### src/rtl/gcd_pkg.sv
// Shared definitions for the GCD scheduler: FSM state encoding and default width.
package gcd_pkg;

    localparam int GCD_WIDTH = 16;

    typedef enum logic [2:0] {
        ST_IDLE  = 3'd0,
        ST_LOADA = 3'd1,
        ST_LOADB = 3'd2,
        ST_RUN   = 3'd3,
        ST_RESP  = 3'd4
    } gcd_state_e;

endpackage

### src/rtl/gcd_rr_arb.sv
// NREQ-way round-robin arbiter: grants the first valid index at or after i_ptr,
// wrapping around. Purely combinational; the caller owns the pointer register.
module gcd_rr_arb #(
    parameter int NREQ = 4,
    parameter int IDW  = 2
) (
    input  logic [NREQ-1:0] i_valid,
    input  logic [IDW-1:0]  i_ptr,
    output logic [NREQ-1:0] o_grant,
    output logic [IDW-1:0]  o_idx,
    output logic            o_any
);

    logic [IDW-1:0] w_j;

    // Scan from the pointer position; the first valid requester wins.
    always_comb begin
        o_grant = '0;
        o_idx   = '0;
        o_any   = 1'b0;
        w_j     = '0;
        for (int k = 0; k < NREQ; k++) begin
            w_j = IDW'((int'(i_ptr) + k) % NREQ);
            if (!o_any && i_valid[w_j]) begin
                o_any        = 1'b1;
                o_grant[w_j] = 1'b1;
                o_idx        = w_j;
            end
        end
    end

endmodule

### src/rtl/gcd_sched_ctrl.sv
// Sequencer and round-robin scheduler for one shared subtractive GCD datapath.
// Valid/ready: a requester holds req_valid until it sees its one-cycle req_ready
// pulse (operands are captured on that cycle); the result is held on rsp_* with
// rsp_valid high until a cycle in which rsp_ready is also high.
module gcd_sched_ctrl
    import gcd_pkg::*;
#(
    parameter int WIDTH = GCD_WIDTH,
    parameter int NREQ  = 4,
    parameter int IDW   = 2
) (
    input  logic                  clk,
    input  logic                  rst_n,
    input  logic [NREQ-1:0]       req_valid,
    input  logic [NREQ*WIDTH-1:0] req_a,
    input  logic [NREQ*WIDTH-1:0] req_b,
    output logic [NREQ-1:0]       req_ready,
    output logic                  rsp_valid,
    input  logic                  rsp_ready,
    output logic [IDW-1:0]        rsp_id,
    output logic [WIDTH-1:0]      rsp_gcd,
    output logic [WIDTH-1:0]      rsp_iters,
    output logic                  dp_lda,
    output logic                  dp_ldb,
    output logic                  dp_sel1,
    output logic                  dp_sel2,
    output logic                  dp_sel_in,
    output logic [WIDTH-1:0]      dp_data_in,
    input  logic                  dp_gt,
    input  logic                  dp_lt,
    input  logic                  dp_eq,
    input  logic [WIDTH-1:0]      dp_aout
);

    localparam logic [2:0] S_IDLE  = ST_IDLE;
    localparam logic [2:0] S_LOADA = ST_LOADA;
    localparam logic [2:0] S_LOADB = ST_LOADB;
    localparam logic [2:0] S_RUN   = ST_RUN;
    localparam logic [2:0] S_RESP  = ST_RESP;

    logic [2:0]       r_state;
    logic [IDW-1:0]   r_ptr;
    logic [WIDTH-1:0] r_a;
    logic [WIDTH-1:0] r_b;
    logic [IDW-1:0]   r_id;
    logic [WIDTH-1:0] r_gcd;
    logic [WIDTH-1:0] r_iters;

    logic [NREQ-1:0]  w_grant;
    logic [IDW-1:0]   w_idx;
    logic             w_any;
    logic [WIDTH-1:0] w_sel_a;
    logic [WIDTH-1:0] w_sel_b;

    gcd_rr_arb #(
        .NREQ (NREQ),
        .IDW  (IDW)
    ) u_arb (
        .i_valid (req_valid),
        .i_ptr   (r_ptr),
        .o_grant (w_grant),
        .o_idx   (w_idx),
        .o_any   (w_any)
    );

    // Operand slice belonging to the requester that wins this cycle.
    always_comb begin
        w_sel_a = '0;
        w_sel_b = '0;
        for (int i = 0; i < NREQ; i++) begin
            if (w_grant[i]) begin
                w_sel_a = req_a[i*WIDTH +: WIDTH];
                w_sel_b = req_b[i*WIDTH +: WIDTH];
            end
        end
    end

    // FSM, capture registers, pointer and iteration counter.
    always_ff @(posedge clk or negedge rst_n) begin
        if (!rst_n) begin
            r_state <= S_IDLE;
            r_ptr   <= '0;
            r_a     <= '0;
            r_b     <= '0;
            r_id    <= '0;
            r_gcd   <= '0;
            r_iters <= '0;
        end else begin
            case (r_state)
                S_IDLE: begin
                    if (w_any) begin
                        r_a     <= w_sel_a;
                        r_b     <= w_sel_b;
                        r_id    <= w_idx;
                        r_ptr   <= (w_idx == IDW'(NREQ-1)) ? '0 : w_idx + IDW'(1);
                        r_state <= S_LOADA;
                    end
                end
                S_LOADA: r_state <= S_LOADB;
                S_LOADB: begin
                    r_iters <= '0;
                    // A zero operand would never reach equality by subtraction.
                    if (r_a == '0 || r_b == '0) begin
                        r_gcd   <= r_a | r_b;
                        r_state <= S_RESP;
                    end else begin
                        r_state <= S_RUN;
                    end
                end
                S_RUN: begin
                    if (dp_eq) begin
                        r_gcd   <= dp_aout;
                        r_state <= S_RESP;
                    end else if (dp_lt || dp_gt) begin
                        if (r_iters != '1) r_iters <= r_iters + WIDTH'(1);
                    end
                end
                S_RESP: begin
                    if (rsp_ready) r_state <= S_IDLE;
                end
                default: r_state <= S_IDLE;
            endcase
        end
    end

    // Strobes decoded from the registered state (plus comparator flags in RUN).
    always_comb begin
        req_ready  = '0;
        dp_lda     = 1'b0;
        dp_ldb     = 1'b0;
        dp_sel1    = 1'b0;
        dp_sel2    = 1'b0;
        dp_sel_in  = 1'b0;
        dp_data_in = '0;
        case (r_state)
            S_IDLE: begin
                // Held low during reset so every output is quiet at once.
                if (rst_n) req_ready = w_grant;
            end
            S_LOADA: begin
                dp_data_in = r_a;
                dp_sel_in  = 1'b1;
                dp_lda     = 1'b1;
            end
            S_LOADB: begin
                dp_data_in = r_b;
                dp_sel_in  = 1'b1;
                dp_ldb     = 1'b1;
            end
            S_RUN: begin
                // Priority eq > lt > gt; equality ends the loop with no load.
                if (!dp_eq) begin
                    if (dp_lt) begin
                        dp_sel1 = 1'b1;
                        dp_ldb  = 1'b1;
                    end else if (dp_gt) begin
                        dp_sel2 = 1'b1;
                        dp_lda  = 1'b1;
                    end
                end
            end
            default: ;
        endcase
    end

    assign rsp_valid = (r_state == S_RESP);
    assign rsp_id    = r_id;
    assign rsp_gcd   = r_gcd;
    assign rsp_iters = r_iters;

endmodule

### config.mk
export PLATFORM = sky130hd
export DESIGN_NAME = gcd_sched_ctrl
export DESIGN_NICKNAME = d
export VERILOG_FILES = /design/src/rtl/gcd_pkg.sv /design/src/rtl/gcd_rr_arb.sv /design/src/rtl/gcd_sched_ctrl.sv
export SDC_FILE = /design/constraint.sdc
export NUM_CORES = 1
export LEC_CHECK = 0
export BUFFER_PORTS_ARGS = -buffer_cell sky130_fd_sc_hd__buf_2
export CORE_ASPECT_RATIO = 1.25
export CORE_MARGIN = 4
export CORE_UTILIZATION = 49
export DETAILED_ROUTE_END_ITERATION = 10
export HOLD_SLACK_MARGIN = 0.1
export PLACE_DENSITY = 0.91
export SETUP_SLACK_MARGIN = 0.02
export SYNTH_ARGS = -nofsm -noshare
export SYNTH_HDL_FRONTEND = slang
export SYNTH_SLANG_ARGS = --single-unit
### constraint.sdc
create_clock -name clk -period 4.4 [get_ports clk]
set_clock_uncertainty 0.1 [all_clocks]
set_input_delay 0.88 -clock clk [delete_from_list [all_inputs] [get_ports clk]]
set_output_delay 0.88 -clock clk [all_outputs]
set_load 0.05 [all_outputs]
**Word level (Yosys, flattened, before mapping)**

Index checks and enable logic that the tools add are counted.

- Bits in registers: 71
- Bits in latches: 0
- Bits in writable memories: 0
- Memory bits (read-only): 0
- Bits of input ports: 154
- Output and inout bits: 60
- Logic and storage cells: 120
- Memories: 0

- Add/sub/neg operators: 5
- $mul: 0
- Div/mod/pow operators: 0
- Order comparisons: 8
- Equal/unequal tests: 13
- Shifts and indexed selects: 0
- Muxes and demuxes: 62
- Bitwise gates (word level): 4
- Reduce and logical (&&, ||, !) cells: 21

Operators with widths:

| cell | number |
|---|---|
| 16-bit 2-to-1 mux | 13 |
| 16-bit one-hot mux with 2 select lines | 3 |
| 16-bit logical NOT | 2 |
| 4-bit 2-to-1 mux | 6 |
| 1-bit 2-to-1 mux | 20 |
| 16-bit by 1-bit adder with 16-bit output (second input constant) | 1 |
| 16-bit != test (second input constant) | 1 |
| 16-bit bitwise OR | 1 |
| 3-bit one-hot mux with 5 select lines | 1 |
| 2-bit by 3-bit < comparator with 1-bit output (second input constant) | 4 |
| 3-bit 2-to-1 mux | 4 |
| 4-bit bitwise OR | 3 |
| 2-bit 2-to-1 mux | 5 |
| 2-bit != test (second input constant) | 5 |
| 1-bit binary-select mux with 2-bit select | 4 |
| 1-bit demux with 2-bit select | 4 |
| 2-bit by 1-bit greater-or-equal comparator with 1-bit output (second input constant) | 4 |
| 1-bit logical AND | 7 |
| 3-bit by 2-bit == test with 1-bit output (second input constant) | 2 |
| 3-bit AND reduction | 2 |
| 2-bit by 1-bit adder with 2-bit output (second input constant) | 2 |
| 2-bit adder (second input constant) | 2 |
| 2-bit by 1-bit != test with 1-bit output (second input constant) | 2 |
| 1-bit one-hot mux with 2 select lines | 2 |
| 10 further kinds | 13 |

**Depth between registers and ports, before layout**

- Word-level depth: 16
- Mapped depth: 12
- Gate-level depth less buffers: 8

**By module**

A second synthesis with hierarchy kept.

- Cell total of the unflattened synthesis: 566
- Area total of the unflattened synthesis: 4984.8 sq um

By module, submodules not included:

| module | instances | cells an instance | area an instance (sq um) | sequential area each (sq um) |
|---|---|---|---|---|
| gcd_sched_ctrl | 1 | 521 | 4565.6 | 1776.7 |
| gcd_rr_arb | 1 | 45 | 419.2 | 0.0 |

**Least setup slack after synthesis**

No wires, ideal clock.

- Kind: reg-to-output
- From: register with a tool-made name
- To: output req_ready[2]
- Data arrival time: 3.513 ns
- Required time: 3.420 ns
- Slack: -0.093 ns
- Stages on the path, launching flop included: 12
- Buffers on the path: 4
- Cells stage by stage: dfrtp_1 buf_2 inv_1 ha_1 buf_2 mux4_2 or3b_1 a21oi_2 or3_1 buf_4 buf_6 nor2b_1

RTL lines:

| item | RTL line | source |
|---|---|---|
| end, declared | gcd_sched_ctrl.sv:17 | `output logic [NREQ-1:0] req_ready,` |

==> summary.md <==
| Metric | Value |
|---|---|
| Outcome | finished, final reports clean |
| Commonest non-fill, non-tap cell in the layout | buf_2 |
| Hold_buf cts | 0 |
| HPWL after DPL | 13.85 mm |
| Synth-to-layout area growth | 26.67% |
| Commonest non-fill, non-tap cells in the layout | buf_2 (212), dfrtp_1 (71), o211ai_1 (64), nor2_1 (57), nand2_1 (53) |
| Die area | 0.01298 mm² |
| Netlist Area Pre-Place | 0.005493 mm² |
| Tot Pwr | 5.454 mW |
| Worst-path clk slew | 0.06 ns |
| Yosys top cell by area | dfrtp_1 |
| Slew @ Worst Pin | 1.005 ns |
| Core ar. | 0.01077 mm² |
| Critical path start-end classification | flop to output port |
| Setup TNS | 0 ns |
| Buffers inserted by post-CTS timing repair | 0 |
| Overflow left after global routing | 0 |
| Post-Route M1 WL | 7.258 mm |
| H-tree Lvls | 3 |
| Slew Viols, Final | 0 |
| Max IR drop VDD | 0.3861 mV |
| Final Hold Viols | 0 |
| Setup crit end kind | output port |
| Gpl congestion | 0.9417 |
| Final wirelength | 18.37 mm |
| Clk_lat worst skew | 0.33 ns |
| Synth Warn # | 0 |
| Post-Syn Instances | 666 |
| Crit path max fanout | 10 |
| R2R Setup Slk | 0.98 ns |
| Initial DRC count | 330 |
| Highest routed layer | met4 |
| TritonCTS Buffers | 9 |
| Achievable Freq | 0.2510 GHz |
| Crit-path cells | inv_1 -> ha_1 -> mux4_2 -> or3b_1 -> a21oi_2 -> a221oi_4 -> nor2_1 -> buf_2 |
| Final setup vio count | 0 |
| Fin nets | 1011 |
| Fin crit period | 3.984 ns |
| MaxCap Viol Count | 0 |
| Min-Delay Path Class | flop to flop |
| Worst slew margin | 32.72% |
| Avg WL per Cell | 18.61 µm |
| Clk buf depth | 2 |
| # port buffers | 213 |
| Clock sinks | 71 |
| Unrepaired setup endpoints after global routing | no |
| Post-DR vias/cell | 6.052 |
| Sequential fraction of the synthesis area | 32.35% |
| Met3 WL | 1.455 mm |
| Metal2 WL | 9.152 mm |
| Sequential cell area | 0.001777 mm² |
| Syn nets | 828 |
| Top_reg_cell synth | dfrtp_1 |
| Layout cells sized above 1 | 33.18% |
| Synth top area share | 32.35% |
| Die Width | 102.7 µm |
| PD cells | 783.9 mW/mm² |
| Boundary pin count | 214 |
| Largest net degree at the start of global routing | 72 |
| First-pass GRT wire length | 28.33 mm |
| Number of synthesized flops with an enable pin | 0 |
| Effective utilization at floorplan | 50.99% |
| Async S/R FF share, synth | 100.0% |
| Slowest-stage cell, CP | mux4_2 |
| Via count | 5973 |
| CP peak stage delay | 0.64 ns |
| CTS tree | yes |
| Syn_area_per_cell | 8.247 µm² |
| Area of the multi-input gates | 0.003332 mm² |
| Post-CTS Resized | 0 |
| Flops & latches, synth | 71 |
| Worst setup SP type | flop |
| Initial antenna violation count | 1 |
| DRC viols | 0 |
| Synth top area cells | dfrtp_1 (32%), o211ai_1 (8.7%), a2bb2oi_1 (5.1%), o31ai_1 (4.5%), a21boi_0 (4.1%) |
| Number of global-route vias before repair | 5708 |
| Row cnt | 42 |
| DRT Pass-1 Iters | 5 |
| Post-synth cell types | 53 |
| Core Util, Final | 64.59% |
| Static leakage | 3.184 nW |
| Die height | 126.4 µm |
| CTS root buf | clkbuf_16 |
| Fill cells | 953 |
| Critical Path RT | 3.42 ns |
| GRT Overall Usage | 27.61% |
| Final ANT Viol Nets | 0 |
| Period utilization | 90.55% |
| Arr. time, crit path | 3.00 ns |
layout make-up:
| type | instances | share of cell area [%] |
|---|---|---|
| antenna | 2 | 0.07193 |
| clock inverter | 3 | 0.9710 |
| multi-input combinational | 494 | 47.89 |
| timing repair buffer | 232 | 17.41 |
| inverter | 41 | 2.212 |
| clock buffer | 12 | 3.543 |
| sequential | 71 | 25.53 |
| tap | 132 | 2.374 |
through the flow:
stage / setup slack, ns / cell area, µm² / cells / hold slack, ns
floorplan: 0.03260 / 5495 / 666 / 0.4237
global placement: 0.7040 / 6639 / 970 / 0.3546
detailed placement: 0.6806 / 6639 / 970 / 0.3731
CTS: 0.4108 / 6953 / 985 / 0.3867
global route: 0.2587 / 6955 / 986 / 0.4195
finish: 0.4159 / 6958 / 987 / 0.3881
cells in the mapped netlist (3+ instances only):
master,instances
or3_1,7
nand2b_1,4
o31ai_1,33
a2bb2oi_1,32
ha_1,8
buf_2,12
o21ai_0,12
a21oi_1,27
nor3b_1,5
nor2b_1,3
a31oi_1,4
nor4_1,11
a21boi_0,30
o21ai_1,3
a21boi_1,3
nand2_1,53
clkbuf_1,43
a22o_1,16
a21o_1,3
mux4_2,3
or3b_2,3
xnor2_1,13
o211ai_1,64
nand4_1,4
a211oi_1,9
mux2_2,17
nand3_1,41
nor2_1,58
nor3_1,3
inv_1,41
buf_6,3
dfrtp_1,71
flip-flops by register name, summed over array words and instances (netlist names), named ones only:
name       flops
r_state        3
rsp_id         2
rsp_gcd       16
rsp_iters     16
r_ptr          1
r_a           16
r_b           16
report_power, final:
part	total, mW	switching (mW)	internal, mW	leakage [nW]
combinational	3.45	2.27	1.19	2.14
clock	0.778	0.269	0.509	0.149
sequential	1.22	0.306	0.916	0.894
kinds of logic (layout without fill, tap and decap cells):
kind of cell             Yosys count  in the layout  synth area share, %
other                              0              2                    0
buffers and inverters            101            288                7.654
multiplexers                      20             20                4.715
XOR/XNOR                          13             13                2.073
AO/OA/AOI/OAI                    248            248                33.53
AND/OR/NAND/NOR                  205            205                17.86
adder cells (fa/ha/maj)            8              8                1.822
flip-flops                        71             71                32.35
worst paths after layout:
check | cells after the start | endpoint | from
max | 8 | req_ready[3] | flop
min reg2reg | 2 | rsp_id[1] | rsp_id[1]
min | 2 | rsp_id[1] | rsp_id[1]
min in group asynchronous | 2 | r_a[8] | rst_n
max in group asynchronous | 2 | r_a[13] | rst_n
max reg2reg | 9 | r_b[10] | flop
worst max-delay path, delay by kind of cell (launching register included):
kind	cells	cell delay, ns
buf+inv	2	0.40
fa+ha+maj	1	0.45
mux	1	0.64
flops	1	0.34
simple gates	2	0.52
compound gates	2	0.33
routing by layer:
| metal | global-route usage, % | vias to the layer above |
|---|---|---|
| met2 | 46.69 | 312 |
| met1 | 34.59 | 2781 |
| met5 | 0 | - |
| met4 | 10.35 | 0 |
| met3 | 5.052 | 38 |
| li1 | - | 2842 |
(Power assumes the default switching activity.)
